--- src/rtl/pipelined_cla_adder.sv ---
// pipelined_cla_adder
//   Streaming WIDTH-bit adder/subtractor. The operands are split into BLOCK-bit
//   carry-lookahead groups, and one group is resolved per pipeline stage. The
//   group carry is registered between stages. Throughput is one operation per
//   clock and latency is NSTAGE = WIDTH/BLOCK cycles.
//
// Ports
//   CLK, RST_N           clock, asynchronous active-low reset
//   IN_VALID / IN_READY  input handshake for A, B, C_IN, SUB
//   A, B                 operands
//   C_IN                 carry-in, ignored when SUB=1
//   SUB                  0: A+B+C_IN, 1: A-B (= A+~B+1)
//   OUT_VALID/OUT_READY  output handshake
//   SUM, C_OUT, OVF      result, carry out of MSB (1 = no borrow on SUB),
//                        two's-complement overflow
module pipelined_cla_adder #(
    parameter int WIDTH = 16,
    parameter int BLOCK = 4
) (
    input  logic             CLK,
    input  logic             RST_N,
    input  logic             IN_VALID,
    output logic             IN_READY,
    input  logic [WIDTH-1:0] A,
    input  logic [WIDTH-1:0] B,
    input  logic             C_IN,
    input  logic             SUB,
    output logic             OUT_VALID,
    input  logic             OUT_READY,
    output logic [WIDTH-1:0] SUM,
    output logic             C_OUT,
    output logic             OVF
);
    localparam int NSTAGE = WIDTH / BLOCK;

    // One BLOCK-bit lookahead group.
    // Returns {carry out, carry into the top bit, sum}.
    // Each carry is an independent OR of generate terms gated by the
    // propagates above them, so nothing ripples inside the group.
    function automatic logic [BLOCK+1:0] cla_grp(input logic [BLOCK-1:0] a,
                                                 input logic [BLOCK-1:0] b,
                                                 input logic             ci);
        logic [BLOCK-1:0] g, p, s;
        logic [BLOCK:0]   c;
        logic             pp;
        g    = a & b;
        p    = a ^ b;
        c    = '0;
        c[0] = ci;
        for (int i = 0; i < BLOCK; i++) begin
            c[i+1] = g[i];
            pp     = p[i];
            for (int j = i - 1; j >= 0; j--) begin
                c[i+1] = c[i+1] | (pp & g[j]);
                pp     = pp & p[j];
            end
            c[i+1] = c[i+1] | (pp & ci);
        end
        s = p ^ c[BLOCK-1:0];
        return {c[BLOCK], c[BLOCK-1], s};
    endfunction

    logic adv;

    // Stage inputs: stage 1 reads the ports, and stage k reads stage k-1.
    logic [NSTAGE:1] vin;
    logic [NSTAGE:1] cin_w;
    logic [WIDTH-1:0] ain [1:NSTAGE];
    logic [WIDTH-1:0] bin [1:NSTAGE];
    logic [WIDTH-1:0] sin [1:NSTAGE];

    // Next-state values and stage registers.
    // a_q/b_q carry operand bits that later stages have not consumed yet.
    logic [WIDTH-1:0] sum_d [1:NSTAGE];
    logic [NSTAGE:1]  cy_d;
    logic             ovf_d [1:NSTAGE];
    logic [NSTAGE:1]  vld_q;
    logic [NSTAGE:1]  cy_q;
    logic [WIDTH-1:0] sum_q [1:NSTAGE];
    logic [WIDTH-1:0] a_q   [1:NSTAGE];
    logic [WIDTH-1:0] b_q   [1:NSTAGE];
    logic             ovf_q [1:NSTAGE];

    // The whole pipeline moves together. Bubbles are not squeezed out.
    assign adv      = !OUT_VALID || OUT_READY;
    assign IN_READY = RST_N && adv;

    for (genvar k = 1; k <= NSTAGE; k++) begin : g_stage
        localparam int LO = (k - 1) * BLOCK;
        logic [BLOCK+1:0] grp;

        if (k == 1) begin : g_first
            // Subtraction: B is inverted here and the carry-in is forced to 1.
            assign vin[k]   = IN_VALID;
            assign ain[k]   = A;
            assign bin[k]   = SUB ? ~B : B;
            assign cin_w[k] = SUB | C_IN;
            assign sin[k]   = '0;
        end else begin : g_next
            assign vin[k]   = vld_q[k-1];
            assign ain[k]   = a_q[k-1];
            assign bin[k]   = b_q[k-1];
            assign cin_w[k] = cy_q[k-1];
            assign sin[k]   = sum_q[k-1];
        end

        assign grp = cla_grp(ain[k][LO +: BLOCK], bin[k][LO +: BLOCK], cin_w[k]);
        // Sum bits above this group are still zero, so OR-ing in the group is safe.
        assign sum_d[k] = sin[k] | (WIDTH'(grp[BLOCK-1:0]) << LO);
        assign cy_d[k]  = grp[BLOCK+1];
        // Only the last stage's value reaches OVF: carry-in(MSB) ^ carry-out(MSB).
        assign ovf_d[k] = grp[BLOCK+1] ^ grp[BLOCK];
    end

    // Data registers load only for valid operations. This keeps the outputs
    // at 0 from reset until the first real result arrives.
    always_ff @(posedge CLK or negedge RST_N) begin
        if (!RST_N) begin
            vld_q <= '0;
            cy_q  <= '0;
            for (int k = 1; k <= NSTAGE; k++) begin
                sum_q[k] <= '0;
                a_q[k]   <= '0;
                b_q[k]   <= '0;
                ovf_q[k] <= 1'b0;
            end
        end else if (adv) begin
            vld_q <= vin;
            for (int k = 1; k <= NSTAGE; k++) begin
                if (vin[k]) begin
                    sum_q[k] <= sum_d[k];
                    a_q[k]   <= ain[k];
                    b_q[k]   <= bin[k];
                    cy_q[k]  <= cy_d[k];
                    ovf_q[k] <= ovf_d[k];
                end
            end
        end
    end

    assign OUT_VALID = vld_q[NSTAGE];
    assign SUM       = sum_q[NSTAGE];
    assign C_OUT     = cy_q[NSTAGE];
    assign OVF       = ovf_q[NSTAGE];

endmodule
--- config.mk ---
export PLATFORM = sky130hd
export DESIGN_NAME = pipelined_cla_adder
export DESIGN_NICKNAME = d
export VERILOG_FILES = /design/src/rtl/pipelined_cla_adder.sv
export SDC_FILE = /design/constraint.sdc
export NUM_CORES = 1
export LEC_CHECK = 0
export CORE_ASPECT_RATIO = 1.2
export CORE_UTILIZATION = 40
export DETAILED_ROUTE_END_ITERATION = 7
export PLACE_DENSITY = 0.71
export SLEW_MARGIN = 20
export SYNTH_ARGS = -nofsm -noshare
export SYNTH_HDL_FRONTEND = slang
export SYNTH_SLANG_ARGS = --single-unit
--- constraint.sdc ---
create_clock -name CLK -period 2.69 [get_ports CLK]
set_input_delay 0.269 -clock CLK [delete_from_list [all_inputs] [get_ports CLK]]
set_output_delay 0.269 -clock CLK [all_outputs]
set_load 0.05 [all_outputs]
==> summary.md <==
| Metric | Value |
|---|---|
| Final-stage net count | `about 450` |
| Power density cells | `~1200 nW/um^2` |
| Skew-Pair Late Insertion Delay | `~0.34 ns` |
| IO buf count | `57` |
| Max-slew violation count | `0` |
| Fin Setup TNS | `0 ns` |
| Clock root cell | `clkbuf_16` |
| Final Setup Violations | `0` |
| Largest stage delay on the critical path | `~0.79 ns` |
| Vias in the first global route | `roughly 2600` |
| DR pass1 iterations | `8` |
| Number of clock sinks | `97` |
| Post_cts resized | `0` |
| Post-synthesis cell area | `around 4500 sq um` |
| Cell Rows | `41` |
| R2R setup slack | `a little under 1 ns` |
| First-pass GRT wire length | `between 10 and 15 mm` |
| Die ar. | `around 12000 sq um` |
| Die W | `a little under 100 um` |
| Placed cell area | `about 5000 sq um` |
| Crit path launch | `OUT_READY` |
| Count leader, synth | `dfrtp_1` |
| Routability cong. | `approximately 0.74` |
| Worst Slack Setup Final | `about 0.55 ns` |
| Syn_nets | `391` |
| Yosys warnings | `0` |
| Initial antenna violation count | `1` |
| Routed length per instance | `~14 um` |
| Flops & latches, synth | `97` |
| WP buf/inv | `2` |
| Slew headroom | `between 50% and 60%` |
| RSZ-0062 raised after global routing | `false` |
| Mapped Avg Cell Area | `around 13 sq um` |
| Initial Utilization | `about two fifths` |
| Critical path's slowest cell | `clkdlybuf4s50_1` |
| Total CTS buffers | `9` |
| # hold bufs at CTS | `0` |
| CP top delay family | `buffers and inverters` |
| Worst Path Required | `about 2.4 ns` |
| Fin. Hold Viols | `0` |
| Maximum number of pins on one net before global-route repair | `52` |
| Die Y-Extent | `between 100 and 150 um` |
| Max clock buf depth | `2` |
| Failing checks | `design-rule violations` |
| CP Cell Sequence | `clkdlybuf4s50_1, nand2b_4, and2_1, clkdlybuf4s50_1` |
| Worst r2r src | `a_q[52]` |
| CTS tree | `yes` |
| Post-synth EDFFs | `0` |
| Yosys top cell area share | `a little over half` |
| Fraction of layout cells with a size suffix above 1 | `22.1%` |
| Max Clock Freq | `roughly 470 MHz` |
| Total Routing Usage GR | `between 10 and 15%` |
| Ys async rst share | `between 90% and 100%` |
| Syn Inst Count | `around 330` |
| Pre-CTS setup slack | `between 0.5 and 0.6 ns` |
| Minimum clock period | `2.14 ns` |
| Most frequent CP cell | `clkdlybuf4s50_1` |
| Clock slew at reported path FFs | `roughly 0.06 ns` |
| Post-synthesis cell type count | `32` |
| Peak supply drop | `441 uV` |
| Core area | `10700 sq um` |
| Detailed placer's ending HPWL | `between 5 and 6 mm` |
| Worst-path fanout max | `12` |
| Number of I/O pins | `58` |
| Cell taking the most area after synthesis | `dfrtp_1` |
| Antenna Nets Post-Route | `0` |
| Area Growth Syn to Fin | `20.9%` |
| Postcts setup bufs | `0` |
| Initial DRC Count | `a little over 70` |
| Clk_skew | `0.00422 ns` |
| Max-cap violations | `0` |
| Finished Cell Area | `about 5400 sq um` |
| Via count | `~2500` |
| Post-synth top flop | `dfrtp_1` |
| Crit path launch type | `primary input` |
| Hold crit path type | `in -> async` |
| Total Wirelength | `7.33 mm` |
| Slew @ Worst Pin | `approximately 0.64 ns` |
| CP endpoint kind | `output port` |
| Vias/cell | `4.83` |
| Critical path arrival | `~1.9 ns` |
| Seq/Total Area, Yosys | `54.5%` |
| H-Tree Depth | `3` |
| Largest cells by area after synthesis | `dfrtp_1 55%, mux2_4 9.4%, mux2_2 8.9%, ha_1 5.1%, xnor2_1 3.9%` |
| Overflow after GRT | `0` |
| Outcome | `finished with violations` |
| Period utilisation layout | `approximately four fifths` |
| Drt drc | `6` |
| CP Class | `in -> out` |
| Top post-synthesis cells by count | `97 x dfrtp_1, 35 x mux2_2, 33 x o21ai_0` |
| Leak Pwr | `2.43 nW` |
-- power breakdown --
part	switching [mW]	internal (mW)	total [mW]
registers	0.390	2.12	2.51
logic	1.42	1.43	2.86
clock network	0.488	0.766	1.25
total	2.30	4.31	6.62
-- cells in the final DEF (no fill, tap or decap), types with 6 or more instances in the layout --
cell             count
dfrtp_1             97
clkdlybuf4s50_1     56
mux2_2              35
o21ai_0             33
nand2_1             30
mux2_4              28
xnor2_1             20
ha_1                18
a21oi_1             10
clkbuf_16            9
inv_1                8
xor2_1               7
nor2_1               6
buf_4                6
-- flip-flops by register name (all words and copies together), names as in the netlist --
name	flops
vld_q	4
OVF	1
b_q	24
cy_q	4
sin	24
SUM	16
a_q	24
-- worst register-to-register path: cells and delay by family, from the launching register on --
family | cells | cell delay [ns]
compound gates | 3 | 0.78
flops | 1 | 0.42
fa+ha+maj | 1 | 0.31
simple gates | 1 | 0.07
-- per-layer routing --
layer  share of wire [%]  GRT usage, %  vias up
met1                  45          18.3     1225
met5                   0             0        -
met3                 4.2          3.92        8
met4                 1.9          6.25        0
li1                    -             -     1250
met2                  49          21.9       43
-- kinds of logic (layout without fill, tap and decap cells) --
logic type      Yosys count  count (layout)  share of synthesized area, %
flops                    97              97                          54.5
mux                      64              64                          18.5
compound gates           54              54                          6.69
simple gates             44              44                          4.38
xor+xnor                 27              27                          5.31
buf+inv                  23              85                          3.71
fa+ha+maj                22              22                          6.86
other cells               0               1                             0
-- cell type report --
class,instances,area [sq um]
Fill cell,947,5290
Sequential cell,97,2430
Multi-Input combinational cell,211,1860
Timing Repair Buffer,62,606
Clock buffer,13,260
Tap cell,129,161
Clock inverter,2,37.5
Inverter,8,30.0
Antenna cell,1,2.50
-- final timing paths --
kind	depth (start not counted)	endpoint
max	4	IN_READY
min	2	a_q[42]
max reg2reg	5	cy_q[2]
min reg2reg	2	b_q[59]
max in group asynchronous	3	a_q[60]
min in group CLK	2	b_q[59]
-- stage by stage --
stage | hold slack [ns] | instances | util [%] | total power [mW]
finish | 0.101 | 523 | 50.5 | 6.62
global route | 0.144 | 522 | 50.4 | 7.09
CTS | 0.119 | 522 | 50.4 | 6.71
detailed placement | 0.471 | 507 | 47.6 | 5.43
global placement | 0.462 | 507 | 47.6 | 5.30
floorplan | -0.0266 | 331 | - | 4.74
Power figures use the tool's default switching activity.
